--- src/rtl/microc_pkg.sv ---
// microc_pkg: shared ALU op codes, opcode width and instruction field extractors.
// Latency: n/a (constants and pure functions only).
// Backpressure: n/a.
package microc_pkg;

  localparam int OPCODE_W = 6;

  localparam logic [2:0] ALU_PASSA = 3'b000;
  localparam logic [2:0] ALU_NOTA  = 3'b001;
  localparam logic [2:0] ALU_ADD   = 3'b010;
  localparam logic [2:0] ALU_SUB   = 3'b011;
  localparam logic [2:0] ALU_AND   = 3'b100;
  localparam logic [2:0] ALU_OR    = 3'b101;
  localparam logic [2:0] ALU_NEGA  = 3'b110;
  localparam logic [2:0] ALU_NEGB  = 3'b111;

  // Instructions are handed in zero-extended to 64 bits so one set of
  // extractors serves every IW; callers cast the result to the field width.
  function automatic logic [63:0] f_field(input logic [63:0] instr, input int lsb,
                                          input int width);
    return (instr >> lsb) & ((64'd1 << width) - 64'd1);
  endfunction

  function automatic logic [63:0] f_ra1(input logic [63:0] instr, input int reg_aw);
    return f_field(instr, 2 * reg_aw, reg_aw);
  endfunction

  function automatic logic [63:0] f_ra2(input logic [63:0] instr, input int reg_aw);
    return f_field(instr, reg_aw, reg_aw);
  endfunction

  function automatic logic [63:0] f_wa3(input logic [63:0] instr, input int reg_aw);
    return f_field(instr, 0, reg_aw);
  endfunction

  function automatic logic [63:0] f_inm(input logic [63:0] instr, input int reg_aw,
                                        input int data_w);
    return f_field(instr, reg_aw, data_w);
  endfunction

  function automatic logic [63:0] f_off(input logic [63:0] instr, input int pc_w);
    return f_field(instr, 0, pc_w);
  endfunction

endpackage

--- src/rtl/microc_param_ret_stack.sv ---
// ret_stack: return-address LIFO with sticky overflow/underflow/conflict error.
// Latency: push/pop commit on the rising edge; pop_data/empty/full are combinational from sp.
// Backpressure: none; an illegal push/pop is dropped and flagged on err.
// Ports: clk, reset (sync, active-high); call/ret requests; push_data in;
//        pop_data (current top), empty, full, err out.
module ret_stack
  import microc_pkg::*;
#(
  parameter int PC_W        = 10,
  parameter int STACK_DEPTH = 4
) (
  input  logic            clk,
  input  logic            reset,
  input  logic            call,
  input  logic            ret,
  input  logic [PC_W-1:0] push_data,
  output logic [PC_W-1:0] pop_data,
  output logic            empty,
  output logic            full,
  output logic            err
);

  localparam int SP_W = $clog2(STACK_DEPTH + 1);

  logic [SP_W-1:0] sp;
  logic [PC_W-1:0] mem [STACK_DEPTH];
  logic            do_push;
  logic            do_pop;
  logic            bad;

  assign full  = (sp == SP_W'(STACK_DEPTH));
  assign empty = (sp == '0);

  // Simultaneous call+ret is treated as a conflict: neither side acts.
  assign do_push = call & ~ret & ~full;
  assign do_pop  = ret & ~call & ~empty;
  assign bad     = (call & ret) | (ret & empty) | (call & full);

  // Top of stack is entry sp-1; selected by compare so no index ever
  // falls outside the storage when sp is 0.
  always_comb begin
    pop_data = '0;
    for (int i = 0; i < STACK_DEPTH; i++) begin
      if (sp == SP_W'(i + 1)) pop_data = mem[i];
    end
  end

  always_ff @(posedge clk) begin
    if (reset) begin
      sp  <= '0;
      err <= 1'b0;
    end else begin
      if (do_push)     sp <= sp + SP_W'(1);
      else if (do_pop) sp <= sp - SP_W'(1);
      if (bad) err <= 1'b1;
    end
  end

  // Storage survives reset; only the pointer is cleared.
  always_ff @(posedge clk) begin
    for (int i = 0; i < STACK_DEPTH; i++) begin
      if (!reset && do_push && sp == SP_W'(i)) mem[i] <= push_data;
    end
  end

endmodule

--- src/rtl/microc_param.sv ---
// microc_param: parametrised single-cycle microcontroller datapath with call/return stack.
// Latency: one instruction per cycle; PC, registers, flags and stack commit on the next edge.
// Backpressure: none; the external control unit drives every select each cycle.
// Ports: clk, reset (sync, active-high); imem_addr/imem_data program memory
//        interface; opcode to control unit; s_inc, s_skip, s_inm, we, flag_we,
//        s_call, s_ret, alu_op controls in; zero, carry, stack_full, stack_err out.
module microc_param
  import microc_pkg::*;
#(
  parameter int DATA_W      = 8,
  parameter int REG_AW      = 4,
  parameter int PC_W        = 10,
  parameter int STACK_DEPTH = 4,
  parameter int IW          = 16
) (
  input  logic                clk,
  input  logic                reset,
  output logic [PC_W-1:0]     imem_addr,
  input  logic [IW-1:0]       imem_data,
  output logic [OPCODE_W-1:0] opcode,
  input  logic                s_inc,
  input  logic                s_skip,
  input  logic                s_inm,
  input  logic                we,
  input  logic                flag_we,
  input  logic                s_call,
  input  logic                s_ret,
  input  logic [2:0]          alu_op,
  output logic                zero,
  output logic                carry
  ,
  output logic                stack_full,
  output logic                stack_err
);

  logic [63:0]       instr;
  logic [REG_AW-1:0] ra1;
  logic [REG_AW-1:0] ra2;
  logic [REG_AW-1:0] wa3;
  logic [DATA_W-1:0] inm;
  logic [PC_W-1:0]   offset;

  logic [PC_W-1:0]   pc;
  logic [PC_W-1:0]   pc_plus1;
  logic [PC_W-1:0]   pc_next;

  logic [DATA_W-1:0] rf [2**REG_AW];
  logic [DATA_W-1:0] rd1;
  logic [DATA_W-1:0] rd2;
  logic [DATA_W-1:0] wd;

  logic [DATA_W:0]   alu_wide;
  logic [DATA_W-1:0] alu_res;
  logic              alu_zero;
  logic              alu_carry;

  logic [PC_W-1:0]   pop_data;
  logic              stack_empty;

  // Decode: with small IW the fields may overlap the opcode bits; the
  // control unit decides which fields are meaningful for each opcode.
  assign instr  = 64'(imem_data);
  assign opcode = imem_data[IW-1 -: OPCODE_W];
  assign ra1    = REG_AW'(f_ra1(instr, REG_AW));
  assign ra2    = REG_AW'(f_ra2(instr, REG_AW));
  assign wa3    = REG_AW'(f_wa3(instr, REG_AW));
  assign inm    = DATA_W'(f_inm(instr, REG_AW, DATA_W));
  assign offset = PC_W'(f_off(instr, PC_W));

  // Register file: R0 is hardwired to zero, entry 0 is never written.
  assign rd1 = (ra1 == '0) ? '0 : rf[ra1];
  assign rd2 = (ra2 == '0) ? '0 : rf[ra2];
  assign wd  = s_inm ? inm : alu_res;

  always_ff @(posedge clk) begin
    if (!reset && we && wa3 != '0) rf[wa3] <= wd;
  end

  // ALU computed one bit wide so bit DATA_W is the carry/borrow for the
  // arithmetic ops; the logical ops leave that bit at 0 by construction.
  always_comb begin
    alu_wide = '0;
    case (alu_op)
      ALU_PASSA: alu_wide = {1'b0, rd1};
      ALU_NOTA:  alu_wide = {1'b0, ~rd1};
      ALU_ADD:   alu_wide = {1'b0, rd1} + {1'b0, rd2};
      ALU_SUB:   alu_wide = {1'b0, rd1} - {1'b0, rd2};
      ALU_AND:   alu_wide = {1'b0, rd1 & rd2};
      ALU_OR:    alu_wide = {1'b0, rd1 | rd2};
      ALU_NEGA:  alu_wide = '0 - {1'b0, rd1};
      ALU_NEGB:  alu_wide = '0 - {1'b0, rd2};
      default:   alu_wide = '0;
    endcase
  end

  assign alu_res   = alu_wide[DATA_W-1:0];
  assign alu_carry = alu_wide[DATA_W];
  assign alu_zero  = (alu_res == '0);

  always_ff @(posedge clk) begin
    if (reset) begin
      zero  <= 1'b0;
      carry <= 1'b0;
    end else if (flag_we) begin
      zero  <= alu_zero;
      carry <= alu_carry;
    end
  end

  ret_stack #(
    .PC_W        (PC_W),
    .STACK_DEPTH (STACK_DEPTH)
  ) u_stack (
    .clk       (clk),
    .reset     (reset),
    .call      (s_call),
    .ret       (s_ret),
    .push_data (pc_plus1),
    .pop_data  (pop_data),
    .empty     (stack_empty),
    .full      (stack_full),
    .err       (stack_err)
  );

  // Next-PC priority: conflict, return, call, sequential, relative jump.
  // A full stack still lets the call jump; the lost return is flagged.
  assign pc_plus1 = pc + PC_W'(1);

  always_comb begin
    pc_next = pc_plus1;
    if (s_call && s_ret)  pc_next = pc_plus1;
    else if (s_ret)       pc_next = stack_empty ? pc_plus1 : pop_data;
    else if (s_call)      pc_next = offset;
    else if (s_inc)       pc_next = pc + (s_skip ? PC_W'(2) : PC_W'(1));
    else                  pc_next = pc + offset;
  end

  always_ff @(posedge clk) begin
    if (reset) pc <= '0;
    else       pc <= pc_next;
  end

  assign imem_addr = pc;

endmodule

--- config.mk ---
export PLATFORM = sky130hd
export DESIGN_NAME = microc_param
export DESIGN_NICKNAME = d
export VERILOG_FILES = /design/src/rtl/microc_pkg.sv /design/src/rtl/microc_param_ret_stack.sv /design/src/rtl/microc_param.sv
export SDC_FILE = /design/constraint.sdc
export NUM_CORES = 1
export LEC_CHECK = 0
export BUFFER_PORTS_ARGS = -buffer_cell sky130_fd_sc_hd__buf_2
export CAP_MARGIN = 30
export CORE_ASPECT_RATIO = 0.5
export CORE_UTILIZATION = 50
export DETAILED_ROUTE_END_ITERATION = 6
export PLACE_DENSITY = 0.72
export SYNTH_ARGS = -nofsm -noshare
export SYNTH_HDL_FRONTEND = slang
export SYNTH_HIERARCHICAL = 1
export SYNTH_SLANG_ARGS = --single-unit
--- constraint.sdc ---
create_clock -name clk -period 5.3 [get_ports clk]
set_clock_uncertainty 0.15 [all_clocks]
set_input_delay 1.06 -clock clk [delete_from_list [all_inputs] [get_ports clk]]
set_output_delay 1.06 -clock clk [all_outputs]
set_load 0.01 [all_outputs]
==> summary.md <==
| Metric | Value |
|---|---|
| FFs w/ async S/R, synth | `0%` |
| Clock tree sinks | `183` |
| # setup viols final | `0` |
| Cts hold-fix bufs | `0` |
| Fmax | `198 MHz` |
| CTS tree | `done` |
| Top-count cell post-synth | `edfxtp_1` |
| Flop2flop setup slack | `700 ps` |
| Synthesis-to-finish area growth | `14.7%` |
| Core ar. | `20,800 sq um` |
| Non-Filler Instances | `1,251` |
| Util after Layout | `59.2%` |
| Slew HR | `32.7%` |
| Pins Over Slew Limit | `0` |
| Tot Pwr | `3.88 mW` |
| IO Pins | `48` |
| Cell area after layout | `12,300 sq um` |
| Min Tclk post-route | `5050 ps` |
| Residual DRC | `0` |
| Cell internal pwr | `2.74 mW` |
| Crit Path Class | `primary input to flip-flop` |
| Largest net degree at the start of global routing | `39` |
| Comb pwr share | `23.9%` |
| Root buffer cell | `clkbuf_16` |
| Mean Syn Cell Area | `12.3 sq um` |
| H-Tree Depth | `4` |
| Placement Rows | `37` |
| Worst-skew pair later-pin latency | `450 ps` |
| Antenna violations before repair | `0` |
| Peak supply drop | `168 uV` |
| Placer Congestion | `1.01` |
| # Max-Cap Violations | `0` |
| Share of layout cells above drive strength 1 | `23.4%` |
| Sequential Power Share | `44.2%` |
| Cell taking the most area after synthesis | `edfxtp_1` |
| PortBufs | `39` |
| DIE AREA | `22,100 sq um` |
| Crit. End Element | `flip-flop` |
| Clk network pwr share | `31.9%` |
| DR iter-0 viols | `903` |
| Die X | `209 microns` |
| Pleak | `4.52 nW` |
| Seq/Total Area, Yosys | `49.7%` |
| Postcts setup bufs | `0` |
| Routed via count | `8,092` |
| Cell Area, Placed | `11,700 sq um` |
| Pwr/cell area | `316 nW/um^2` |
| CTS resizes | `0` |
| Number of global-route vias before repair | `7,872` |
| Fin crit share | `95.2%` |
| Chip height | `106 microns` |
| Hold Violations, Final | `0` |
| WL/cell | `24.4 microns` |
| Clk pin slew, worst setup/hold paths | `70 ps` |
| Vias/cell | `6.47` |
| Worst Tran Pin Value | `1010 ps` |
| Sw Pwr | `1.14 mW` |
| Run status | `finished, final reports clean` |
| Sw Share | `29.4%` |
| CTS Buffer Depth | `2` |
| # diodes | `0` |
| Synth Instances | `870` |
| CP max FO | `16` |
| Ranking of synthesized cells by area | `edfxtp_1 (47%), mux4_2 (9.7%), mux2i_1 (5.0%)` |
| Type of origin of the critical path | `primary input` |
| Critical Path RT | `5320 ps` |
| Hold Crit Class | `flip-flop to flip-flop` |
| Post-synth top cells | `edfxtp_1 (167), mux2i_1 (54), nor2_1 (52)` |
| Grt ovf | `0` |
| WP data arrival | `5070 ps` |
| CTS Buf Count | `17` |
| First-pass GRT wire length | `46,300 microns` |
| Final setup TNS | `0 ps` |
| Mapped Area | `10,700 sq um` |
| Register bit total from synthesis | `183` |
| Synth unique cells | `79` |
| Initial Utilization | `51.6%` |
| GRT Resource Usage Total | `28.5%` |
| DRT Pass-1 Iters | `5` |
| Total Wirelength | `30,500 microns` |
| Main synth FF type | `edfxtp_1` |
| Synth top area share | `46.7%` |
| RSZ-0062 raised after global routing | `no` |
| Post-synth EDFFs | `167` |
| Antenna Nets Post-Route | `0` |
| Placed Cells | `1,215` |
| Final HPWL DP | `22,000 microns` |
| Synth Warn # | `6` |
| NumNets Final | `1,023` |
-- routing by layer --
layer / vias up / track usage (%) / part of all wire, %
li1: 3581 / - / -
met4: 0 / 11.9 / 2.9
met1: 4030 / 36.5 / 41
met2: 413 / 46.2 / 47
met3: 68 / 7.63 / 9.6
met5: - / 0 / 0
-- cell families (layout without fill, tap and decap cells) --
kind of cell | count (synthesis) | in the layout | share of synthesized area (%)
xor+xnor | 30 | 30 | 2.45
mux | 118 | 118 | 16.7
simple gates | 221 | 221 | 10.9
buf+inv | 99 | 201 | 4.36
compound gates | 188 | 188 | 12.3
flops | 183 | 183 | 49.7
fa+ha+maj | 30 | 30 | 3.64
other cells | 1 | 7 | 0.0350
-- registers in the layout (all words and copies together) (netlist names) --
name         flops
imem_addr       10
zero             1
carry            1
rf             127
u_stack/err      1
u_stack/sp       3
u_stack/mem     40
-- cell type report --
cell class / instances / area [sq um]
fill: 1615 / 8480
sequential: 183 / 5340
multi-input combinational: 594 / 4980
timing repair buffer: 126 / 931
clock buffer: 18 / 429
tap: 273 / 342
inverter: 43 / 161
clock inverter: 14 / 130
-- power groups by stage --
stage,Sequential [mW],Combinational [mW],Clock (mW)
floorplan,1.73,0.625,0
global route,1.72,1.00,1.30
CTS,1.72,0.911,1.25
finish,1.72,0.926,1.24
detailed placement,1.75,0.904,0
global placement,1.75,0.877,0
-- metrics by stage --
| step | hold WS [ps] | worst slack [ps] |
|---|---|---|
| after CTS | 338 | 250 |
| after detailed placement | 324 | -166 |
| final | 329 | 255 |
| after floorplan | 339 | 204 |
| after global placement | 312 | -52.1 |
| after global routing | 375 | 1.59 |
-- critical path, cell delays in order --
cell      delay (ps)
buf_2            160
buf_12           190
mux4_2           510
mux2_2           310
a32oi_1          290
inv_1            110
o21ai_0          210
xnor2_1          150
ha_1             260
a21boi_0         130
o21ai_0          380
a21oi_1          150
xnor2_1          150
o21ai_0          150
o211ai_1         130
o211ai_1         180
o21a_1           540
-- path summary, 6_finish.rpt --
path | to | cells past startpoint | from
setup / recovery | rf[7][6] | 17 | imem_data[4]
hold / removal | carry | 2 | carry
setup reg to reg | rf[7][6] | 16 | rf[11][0]
hold reg to reg | carry | 2 | carry
-- layout by cell type, fill, tap and decap left out, types with 5 or more instances in the layout --
cell,instances
a22oi_1,11
xor2_1,10
buf_2,39
nand3b_1,13
buf_6,12
conb_1,7
or3_1,6
o2111ai_1,5
nor2_1,52
buf_4,72
nor2b_1,20
clkbuf_16,17
a221oi_1,10
xnor2_1,20
mux4_2,46
nand2b_1,10
mux2i_1,54
a211oi_1,10
and3_1,5
nand2_1,42
o211ai_1,9
o21ai_0,34
edfxtp_1,167
and2_1,6
clkinv_1,9
nand4_1,5
nand3_1,17
inv_1,37
a21oi_1,42
a221o_1,10
a311oi_1,5
nor3_1,18
o22ai_1,5
mux2_2,14
dfxtp_1,16
ha_1,28
Power figures use the tool's default switching activity.
